### src/rtl/munoc_axi4l_master_arbiter.sv
// Round-robin arbiter sharing one AXI4-Lite master NI port among NUM_REQ requesters.
// Read and write paths arbitrate independently, each with a single outstanding transaction.
module munoc_axi4l_master_arbiter #(
  parameter int unsigned NUM_REQ          = 2,
  parameter int unsigned BW_PLATFORM_ADDR = 32,
  parameter int unsigned BW_NODE_DATA     = 32
) (
  input  logic                                 clk,
  input  logic                                 rst,
  input  logic                                 comm_disable,
  // Requester side, slice i belongs to requester i
  input  logic [NUM_REQ*BW_PLATFORM_ADDR-1:0]  s_awaddr,
  input  logic [NUM_REQ-1:0]                   s_awvalid,
  output logic [NUM_REQ-1:0]                   s_awready,
  input  logic [NUM_REQ*BW_NODE_DATA-1:0]      s_wdata,
  input  logic [NUM_REQ*BW_NODE_DATA/8-1:0]    s_wstrb,
  input  logic [NUM_REQ-1:0]                   s_wvalid,
  output logic [NUM_REQ-1:0]                   s_wready,
  output logic [NUM_REQ*2-1:0]                 s_bresp,
  output logic [NUM_REQ-1:0]                   s_bvalid,
  input  logic [NUM_REQ-1:0]                   s_bready,
  input  logic [NUM_REQ*BW_PLATFORM_ADDR-1:0]  s_araddr,
  input  logic [NUM_REQ-1:0]                   s_arvalid,
  output logic [NUM_REQ-1:0]                   s_arready,
  output logic [NUM_REQ*BW_NODE_DATA-1:0]      s_rdata,
  output logic [NUM_REQ*2-1:0]                 s_rresp,
  output logic [NUM_REQ-1:0]                   s_rvalid,
  input  logic [NUM_REQ-1:0]                   s_rready,
  // NI side
  output logic [BW_PLATFORM_ADDR-1:0]          m_awaddr,
  output logic                                 m_awvalid,
  input  logic                                 m_awready,
  output logic [BW_NODE_DATA-1:0]              m_wdata,
  output logic [BW_NODE_DATA/8-1:0]            m_wstrb,
  output logic                                 m_wvalid,
  input  logic                                 m_wready,
  input  logic [1:0]                           m_bresp,
  input  logic                                 m_bvalid,
  output logic                                 m_bready,
  output logic [BW_PLATFORM_ADDR-1:0]          m_araddr,
  output logic                                 m_arvalid,
  input  logic                                 m_arready,
  input  logic [BW_NODE_DATA-1:0]              m_rdata,
  input  logic [1:0]                           m_rresp,
  input  logic                                 m_rvalid,
  output logic                                 m_rready,
  output logic                                 wr_busy,
  output logic                                 rd_busy
);

  localparam int unsigned BwStrb = BW_NODE_DATA / 8;
  localparam int unsigned IdxW   = $clog2(NUM_REQ);
  localparam logic [IdxW-1:0] LastIdx = IdxW'(NUM_REQ - 1);

  typedef enum logic [1:0] {StWIdle, StWAddr, StWResp} w_state_e;
  typedef enum logic [1:0] {StRIdle, StRAddr, StRResp} r_state_e;

  w_state_e        w_state_q, w_state_d;
  r_state_e        r_state_q, r_state_d;
  logic [IdxW-1:0] wg_q, wg_d, wptr_q, wptr_d;
  logic [IdxW-1:0] rg_q, rg_d, rptr_q, rptr_d;
  logic            aw_done_q, aw_done_d, w_done_q, w_done_d;

  // First set request at or above ptr, wrapping past NUM_REQ-1.
  function automatic logic [IdxW-1:0] rr_pick(input logic [NUM_REQ-1:0] req,
                                              input logic [IdxW-1:0]    ptr);
    logic [IdxW-1:0] pick;
    logic [IdxW-1:0] idx;
    logic            found;
    pick  = '0;
    found = 1'b0;
    for (int unsigned i = 0; i < NUM_REQ; i++) begin
      idx = IdxW'((32'(ptr) + i) % NUM_REQ);
      if (!found && req[idx]) begin
        pick  = idx;
        found = 1'b1;
      end
    end
    return pick;
  endfunction

  function automatic logic [IdxW-1:0] next_idx(input logic [IdxW-1:0] idx);
    return (idx == LastIdx) ? '0 : idx + 1'b1;
  endfunction

  always_ff @(posedge clk or posedge rst) begin
    if (rst) begin
      w_state_q <= StWIdle;
      r_state_q <= StRIdle;
      wg_q      <= '0;
      wptr_q    <= '0;
      rg_q      <= '0;
      rptr_q    <= '0;
      aw_done_q <= 1'b0;
      w_done_q  <= 1'b0;
    end else begin
      w_state_q <= w_state_d;
      r_state_q <= r_state_d;
      wg_q      <= wg_d;
      wptr_q    <= wptr_d;
      rg_q      <= rg_d;
      rptr_q    <= rptr_d;
      aw_done_q <= aw_done_d;
      w_done_q  <= w_done_d;
    end
  end

  // Write path
  always_comb begin
    w_state_d = w_state_q;
    wg_d      = wg_q;
    wptr_d    = wptr_q;
    aw_done_d = aw_done_q;
    w_done_d  = w_done_q;
    m_awaddr  = '0;
    m_awvalid = 1'b0;
    m_wdata   = '0;
    m_wstrb   = '0;
    m_wvalid  = 1'b0;
    m_bready  = 1'b0;
    s_awready = '0;
    s_wready  = '0;
    s_bvalid  = '0;
    s_bresp   = '0;
    wr_busy   = (w_state_q != StWIdle);

    if (w_state_q != StWIdle) begin
      m_awaddr = s_awaddr[wg_q*BW_PLATFORM_ADDR +: BW_PLATFORM_ADDR];
      m_wdata  = s_wdata[wg_q*BW_NODE_DATA +: BW_NODE_DATA];
      m_wstrb  = s_wstrb[wg_q*BwStrb +: BwStrb];
    end

    unique case (w_state_q)
      StWIdle: begin
        if (!comm_disable && |s_awvalid) begin
          wg_d      = rr_pick(s_awvalid, wptr_q);
          w_state_d = StWAddr;
        end
      end
      StWAddr: begin
        // Ready is masked once a channel is done so a queued next request is not consumed.
        m_awvalid       = s_awvalid[wg_q] & ~aw_done_q;
        m_wvalid        = s_wvalid[wg_q] & ~w_done_q;
        s_awready[wg_q] = m_awready & ~aw_done_q;
        s_wready[wg_q]  = m_wready & ~w_done_q;
        aw_done_d       = aw_done_q | (m_awvalid & m_awready);
        w_done_d        = w_done_q | (m_wvalid & m_wready);
        if (aw_done_d && w_done_d) begin
          w_state_d = StWResp;
        end
      end
      StWResp: begin
        s_bvalid[wg_q]          = m_bvalid;
        s_bresp[wg_q*2 +: 2]    = m_bresp;
        m_bready                = s_bready[wg_q];
        if (m_bvalid && s_bready[wg_q]) begin
          w_state_d = StWIdle;
          wptr_d    = next_idx(wg_q);
          aw_done_d = 1'b0;
          w_done_d  = 1'b0;
        end
      end
      default: w_state_d = StWIdle;
    endcase
  end

  // Read path
  always_comb begin
    r_state_d = r_state_q;
    rg_d      = rg_q;
    rptr_d    = rptr_q;
    m_araddr  = '0;
    m_arvalid = 1'b0;
    m_rready  = 1'b0;
    s_arready = '0;
    s_rvalid  = '0;
    s_rdata   = '0;
    s_rresp   = '0;
    rd_busy   = (r_state_q != StRIdle);

    if (r_state_q != StRIdle) begin
      m_araddr = s_araddr[rg_q*BW_PLATFORM_ADDR +: BW_PLATFORM_ADDR];
    end

    unique case (r_state_q)
      StRIdle: begin
        if (!comm_disable && |s_arvalid) begin
          rg_d      = rr_pick(s_arvalid, rptr_q);
          r_state_d = StRAddr;
        end
      end
      StRAddr: begin
        m_arvalid       = s_arvalid[rg_q];
        s_arready[rg_q] = m_arready;
        if (m_arvalid && m_arready) begin
          r_state_d = StRResp;
        end
      end
      StRResp: begin
        s_rvalid[rg_q]                               = m_rvalid;
        s_rdata[rg_q*BW_NODE_DATA +: BW_NODE_DATA]   = m_rdata;
        s_rresp[rg_q*2 +: 2]                         = m_rresp;
        m_rready                                     = s_rready[rg_q];
        if (m_rvalid && s_rready[rg_q]) begin
          r_state_d = StRIdle;
          rptr_d    = next_idx(rg_q);
        end
      end
      default: r_state_d = StRIdle;
    endcase
  end

endmodule

### config.mk
export PLATFORM = sky130hd
export DESIGN_NAME = munoc_axi4l_master_arbiter
export DESIGN_NICKNAME = d
export VERILOG_FILES = /design/src/rtl/munoc_axi4l_master_arbiter.sv
export SDC_FILE = /design/constraint.sdc
export NUM_CORES = 1
export LEC_CHECK = 0
export CAP_MARGIN = 5
export CORE_AREA = 3 3 172 174
export DETAILED_ROUTE_END_ITERATION = 7
export DIE_AREA = 0 0 175 177
export GPL_ROUTABILITY_DRIVEN = 1
export PLACE_DENSITY = 0.49
export SLEW_MARGIN = 20
export SYNTH_ARGS = -nofsm -noshare
export SYNTH_HDL_FRONTEND = slang
export SYNTH_SLANG_ARGS = --single-unit
### constraint.sdc
create_clock -name clk -period 1.24 [get_ports clk]
set_input_delay 0.248 -clock clk [delete_from_list [all_inputs] [get_ports clk]]
set_output_delay 0.248 -clock clk [all_outputs]
set_load 0.005 [all_outputs]
==> run metrics, run 1 <==
clock slew at reported path FFs=0.04 ns; ratio of cells with drive above 1 in the final layout=0.550; max-slew violation count=0; area grow syn2layout=276%; Rows=61; worst slew pin tran=0.419 ns; # diodes=0; slowest CP cell=dfrtp_1; GR Overflow Total=0; Max Clk Rate=510 MHz; vias=5,054; Placement Setup Slack=-0.826 ns; Yosys reg bits=10; maxcap violations=0; Final ANT Viol Nets=0; crit path kind=register to output pin; pwr dens=2010 nW/µm²; core area=27,900 µm²; failing checks=setup timing; Detail Placement HPWL=16,100 µm; Post-Syn Nets=642; Inserted Clock Buffers=3; Post-Layout Cell Count=1,363; final setup fails=198; CTS hold repair buffers=0; antenna violations before repair=0; clk sink count=10; critical path, cell by cell=buf_6, nor2_4, buf_12, buf_12, buf_8, buf_8, buf_16, buf_8, nor2_2, buf_2; H-tree levels=1; commonest non-fill, non-tap cell in the layout=clkdlybuf4s50_1; largest net degree at the start of global routing=27; setup TNS=-100.98 ns; GRT Util Overall=0.128; worst vdd ir=0.951 mV; Root Driver=clkbuf_16; wire length per cell=16.8 µm; slowest stage delay, CP=0.40 ns; Synth cell types=32; Critical Path RT=0.99 ns; Primary FF master, synth=dfrtp_1; I/O pins=443; slew margin rel.=0.720; Detailed Routing Iterations Pass 1=4; synth warn=0; via density per instance=3.71; crit-path most repeated cell=buf_8; Final Hold Viols=0; die area=31,000 µm²; Die Ht=177 µm; final setup margin=-0.720 ns; fin crit share=1.58; Layout Utilization=0.368; Tightest Hold Check Type=primary input to async pin; Critical Path AT=1.71 ns; number of flops mapped to enable cells by yosys=0; Synth Instances=388; vias in the first global route=5,064; Post-route DRC=0; number of port buffers=442; clock buffer depth=2; Power, Total=20.7 mW; GP Congestion=0.799; crit path launch type=register; worst skew pair latency=0.24 ns; chip width=175 µm; Initial Utilization=0.0980; Worst Setup End Kind=output pin; Nets=1,240; CTS tree=yes; share of the yosys chip area belonging to registers=0.0914; Mapped Avg Cell Area=7.06 µm²; most frequent cells in the layout=clkdlybuf4s50_1 (253), buf_6 (139), buf_2 (83), mux2i_1 (80), and2_4 (62); ys async rst share=1.00; clk_skew=0.000265 ns; status=finished with violations; Placed Cells=1,224; DRT iter0 DRCs=125; Period minus WS final=1.96 ns; Lkg Pwr=4.91 nW; first-pass GRT wire length=30,800 µm; Mapped Area=2740 µm²; RSZ-0062 raised after global routing=true; reg2reg path depth=7; Max FO, Critical Path=5; DRT Wirelength=23,000 µm
## worst paths after layout
kind / from / to / slack (ns)
max: w_state_q[0] / m_awaddr[0] / -0.72
min: rst / aw_done_q / 0.32
max reg2reg: wg_q / w_state_q[1] / -0.48
min reg2reg: rptr_q / rptr_q / 0.53
max in group asynchronous: rst / wg_q / 0.59
min in group clk: rptr_q / rptr_q / 0.53
## cells by family after synthesis
logic type	Yosys count	synth area share
simple gates	208	0.376
mux	106	0.392
buf+inv	43	0.0946
compound gates	21	0.0461
flops	10	0.0914
## registers in the layout, indices dropped and copies added (netlist names)
signal and cells:
aw_done_q 1, rptr_q 1, w_state_q 2, r_state_q 2, w_done_q 1, wg_q 1, wptr_q 1, rg_q 1
## cell usage after synthesis, drive strengths merged (2+ instances only)
cell,count,share of area
and2,70,0.16
nand2b,2,0.0073
o21ai,6,0.011
nor3,4,0.0073
mux2,3,0.015
clkbuf,6,0.0096
nor3b,3,0.0082
a31oi,3,0.0069
buf,26,0.070
nand2,6,0.0082
inv,11,0.015
nor4,4,0.0091
nor2b,5,0.011
mux2i,103,0.38
a21oi,8,0.017
nor2,112,0.16
dfrtp,10,0.091
## what timing repair did
| action | CTS | global route |
|---|---|---|
| setup endpoints to repair | 197 | 199 |
| gates resized for setup | 741 | 353 |
| gates cloned | 17 | 9 |
| pin swaps | 39 | 53 |
| setup buffers | 82 | 51 |
## worst max-delay path: cells and delay by family (launching register included)
family / cells / cell delay, ns
buffers and inverters: 8 / 0.90
flip-flops: 1 / 0.40
AND/OR/NAND/NOR: 2 / 0.16
## stage by stage
step | instance area [µm²] | hold WS [ns]
final | 10300 | 0.322
after global routing | 10300 | 0.390
after CTS | 9330 | 0.349
after detailed placement | 7930 | 0.513
after global placement | 7930 | 0.519
after floorplan | 2860 | 0.0882
## per-layer routing
| metal | track usage | up-vias | wire [µm] |
|---|---|---|---|
| li1 | - | 2496 | - |
| met2 | 0.243 | 183 | 12400 |
| met4 | 0.0156 | 0 | 223 |
| met5 | 0 | - | 0 |
| met1 | 0.154 | 2363 | 9020 |
| met3 | 0.0242 | 12 | 1260 |
## area by class of cell
class                   instances  area, µm²
fillers                      2901      17600
repair buffers                625       6400
inverters                      11       46.3
flip-flops and latches         10        256
clock buffers                   4       88.8
well taps                     378        473
multi-input cells             335       3020
## power breakdown
| part | internal, mW | switching, mW | total [mW] |
|---|---|---|---|
| logic | 11.9 | 7.40 | 19.3 |
| clock network | 0.486 | 0.159 | 0.644 |
| registers | 0.491 | 0.266 | 0.756 |
Note: power is estimated with default switching activity, not from simulation.
==> inputs of run 2 (changes only) <==
--- a/config.mk
+++ b/config.mk
@@ -6,11 +6,12 @@
 export NUM_CORES = 1
 export LEC_CHECK = 0
 export CAP_MARGIN = 5
-export CORE_AREA = 3 3 172 174
+export CORE_AREA = 3 3 173 175
 export DETAILED_ROUTE_END_ITERATION = 7
-export DIE_AREA = 0 0 175 177
+export DIE_AREA = 0 0 176 178
+export DONT_BUFFER_PORTS = 1
 export GPL_ROUTABILITY_DRIVEN = 1
-export PLACE_DENSITY = 0.49
+export PLACE_DENSITY = 0.3
 export SLEW_MARGIN = 20
 export SYNTH_ARGS = -nofsm -noshare
 export SYNTH_HDL_FRONTEND = slang
==> run 2 against run 1 <==
Sequential share of layout area is 2.6 points higher. First-iteration DRC count increased by 13%. Combinational power fell by 40%. The flow still finishes with violations (setup timing). Critical path depth down 7. Setup slack better by 0.26 ns. Clock power grew 4.3%. Routed wire length decreased by 32%. Global-route usage shrank 4.2 points.
==> run metrics, run 2 (synthesis gave the netlist of run 1 again) <==
Critical Path RT=0.99 ns; DRT iter0 DRCs=141; die area=31,300 µm²; worst hold endpoint=wg_q; hold path start=s_awvalid[0]; first-pass GRT wire length=20,200 µm; crit path launch type=register; wire length per cell=18.6 µm; largest net degree at the start of global routing=36; area grow syn2layout=84.1%; Placed Cells=781; most frequent cells in the layout=mux2i_1 (85), nor2_1 (80), and2_4 (60), buf_4 (25), buf_6 (21); Lkg Pwr=2.19 nW; Critical R2R Launch=rg_q; Placement Setup Slack=-0.275 ns; grt met1 use=0.121; final setup margin=-0.455 ns; DRT Wirelength=15,500 µm; maxcap violations=0; worst skew pair latency=0.24 ns; Post-Layout Cell Count=833; Max Clk Rate=590 MHz; Tightest Hold Check Type=primary input to register; GRT Util Overall=0.0863; clk sink count=10; final setup fails=196; GP Congestion=0.768; vias=3,154; Min-Delay Path Depth=1; failing checks=setup timing; Max FO, Critical Path=7; Final ANT Viol Nets=0; Rows=62; Detailed Routing Iterations Pass 1=4; chip width=176 µm; ratio of cells with drive above 1 in the final layout=0.516; pwr dens=2570 nW/µm²; Worst Setup End Kind=output pin; max-slew violation count=0; worst slew pin tran=0.339 ns; fin crit share=1.37; Initial Utilization=0.0957; commonest non-fill, non-tap cell in the layout=mux2i_1; Nets=703; met3 usage=0.0147; core area=28,600 µm²; status=finished with violations; crit path kind=register to output pin; worst vdd ir=0.863 mV; design area=5040 µm²; Root Driver=clkbuf_16; r2r endpoint=rptr_q; clock buffer depth=2; I/O pins=443; clock slew at reported path FFs=0.05 ns; Inserted Clock Buffers=3; Power, Total=13.0 mW; number of port buffers=0; multi-input logic area=2860 µm²; via density per instance=3.79; Filler cells=3,179; Final Hold Viols=0; Die Ht=178 µm; clk_skew=0.000618 ns; met2 usage=0.138; Reg2Reg Setup Slack=-0.30 ns; Post-route DRC=0; Critical Path AT=1.45 ns; gr busiest metal=met2; hold_ws=0.112 ns; reg2reg path depth=5; Sequential Area=255 µm²; Detail Placement HPWL=11,200 µm; antenna violations before repair=1; H-tree levels=1; GR Overflow Total=0; Period minus WS final=1.70 ns; RSZ-0062 raised after global routing=true; post-place instance area=3480 µm²; CTS tree=yes; vias in the first global route=3,009; Top Registers=r_state_q (2), w_state_q (2); slew margin rel.=0.774
-- run 2: cell types whose count changed in the layout (fill, tap and decap cells not counted), moves of 5 or more --
| cell | previous run | this run |
|---|---|---|
| nor2_1 | 55 | 80 |
| dlymetal6s2s_1 | 12 | 0 |
| mux2i_1 | 80 | 85 |
| clkbuf_2 | 23 | 0 |
| buf_12 | 23 | 15 |
| buf_6 | 139 | 21 |
| nor2_2 | 33 | 14 |
| nor2_4 | 24 | 18 |
| clkdlybuf4s50_1 | 253 | 0 |
| buf_4 | 58 | 25 |
| buf_2 | 83 | 0 |
-- run 2: cell type report --
type                       instances  area share
multi-input combinational        335       0.567
timing repair buffer              88       0.259
tap                              384      0.0953
sequential                        10      0.0506
clock buffer                       4      0.0176
inverter                          11      0.0102
antenna                            1    0.000496
-- run 2: how the worst max path moves through the flow --
stage / startpoint / slack [ns] / to
6_report: wg_q / -0.46 / m_awvalid
5_1_grt: wg_q / -0.49 / m_wdata[16]
4_1_cts: wg_q / -0.46 / m_awvalid
3_5_place_dp: wg_q / -0.28 / m_wdata[5]
3_3_place_gp: wg_q / -0.29 / m_wdata[5]
2_1_floorplan: w_state_q[1] / -0.03 / s_awready[0]
-- run 2: per-stage QoR --
stage	utilization	TNS (ns)
after floorplan	-	-1.06
after global placement	0.121	-17.07
after detailed placement	0.121	-16.67
after CTS	0.165	-72.58
after global routing	0.176	-78.04
final	0.176	-66.75
-- run 2: what timing repair did --
action | in CTS | in global routing
setup endpoints to repair | 196 | 199
hold buffers | 1 | 0
resized for setup | 144 | 76
pin swaps | 28 | 45
endpoints found under the hold margin | 10 | 0
buffers inserted | 25 | 12
cloned | 16 | 2
-- run 2: critical path, cell delays in order (launching register included) --
cell	delay [ns]
dfrtp_4	0.56
mux2_4	0.34
nor3b_4	0.15
buf_4	0.15
-- run 2: layer usage --
| metal | share of wire | vias up | routed length [µm] |
|---|---|---|---|
| met5 | 0 | - | 0 |
| met4 | 0.0097 | 0 | 150 |
| met3 | 0.057 | 11 | 892 |
| met2 | 0.50 | 185 | 7800 |
| met1 | 0.43 | 1542 | 6670 |
| li1 | - | 1416 | - |
-- run 2: power breakdown --
part           switching, mW  internal [mW]  leakage [nW]  total (mW)
Clock                  0.184          0.488        0.0442       0.672
Sequential             0.269          0.488         0.118       0.757
Combinational           5.32           6.24          2.03        11.6
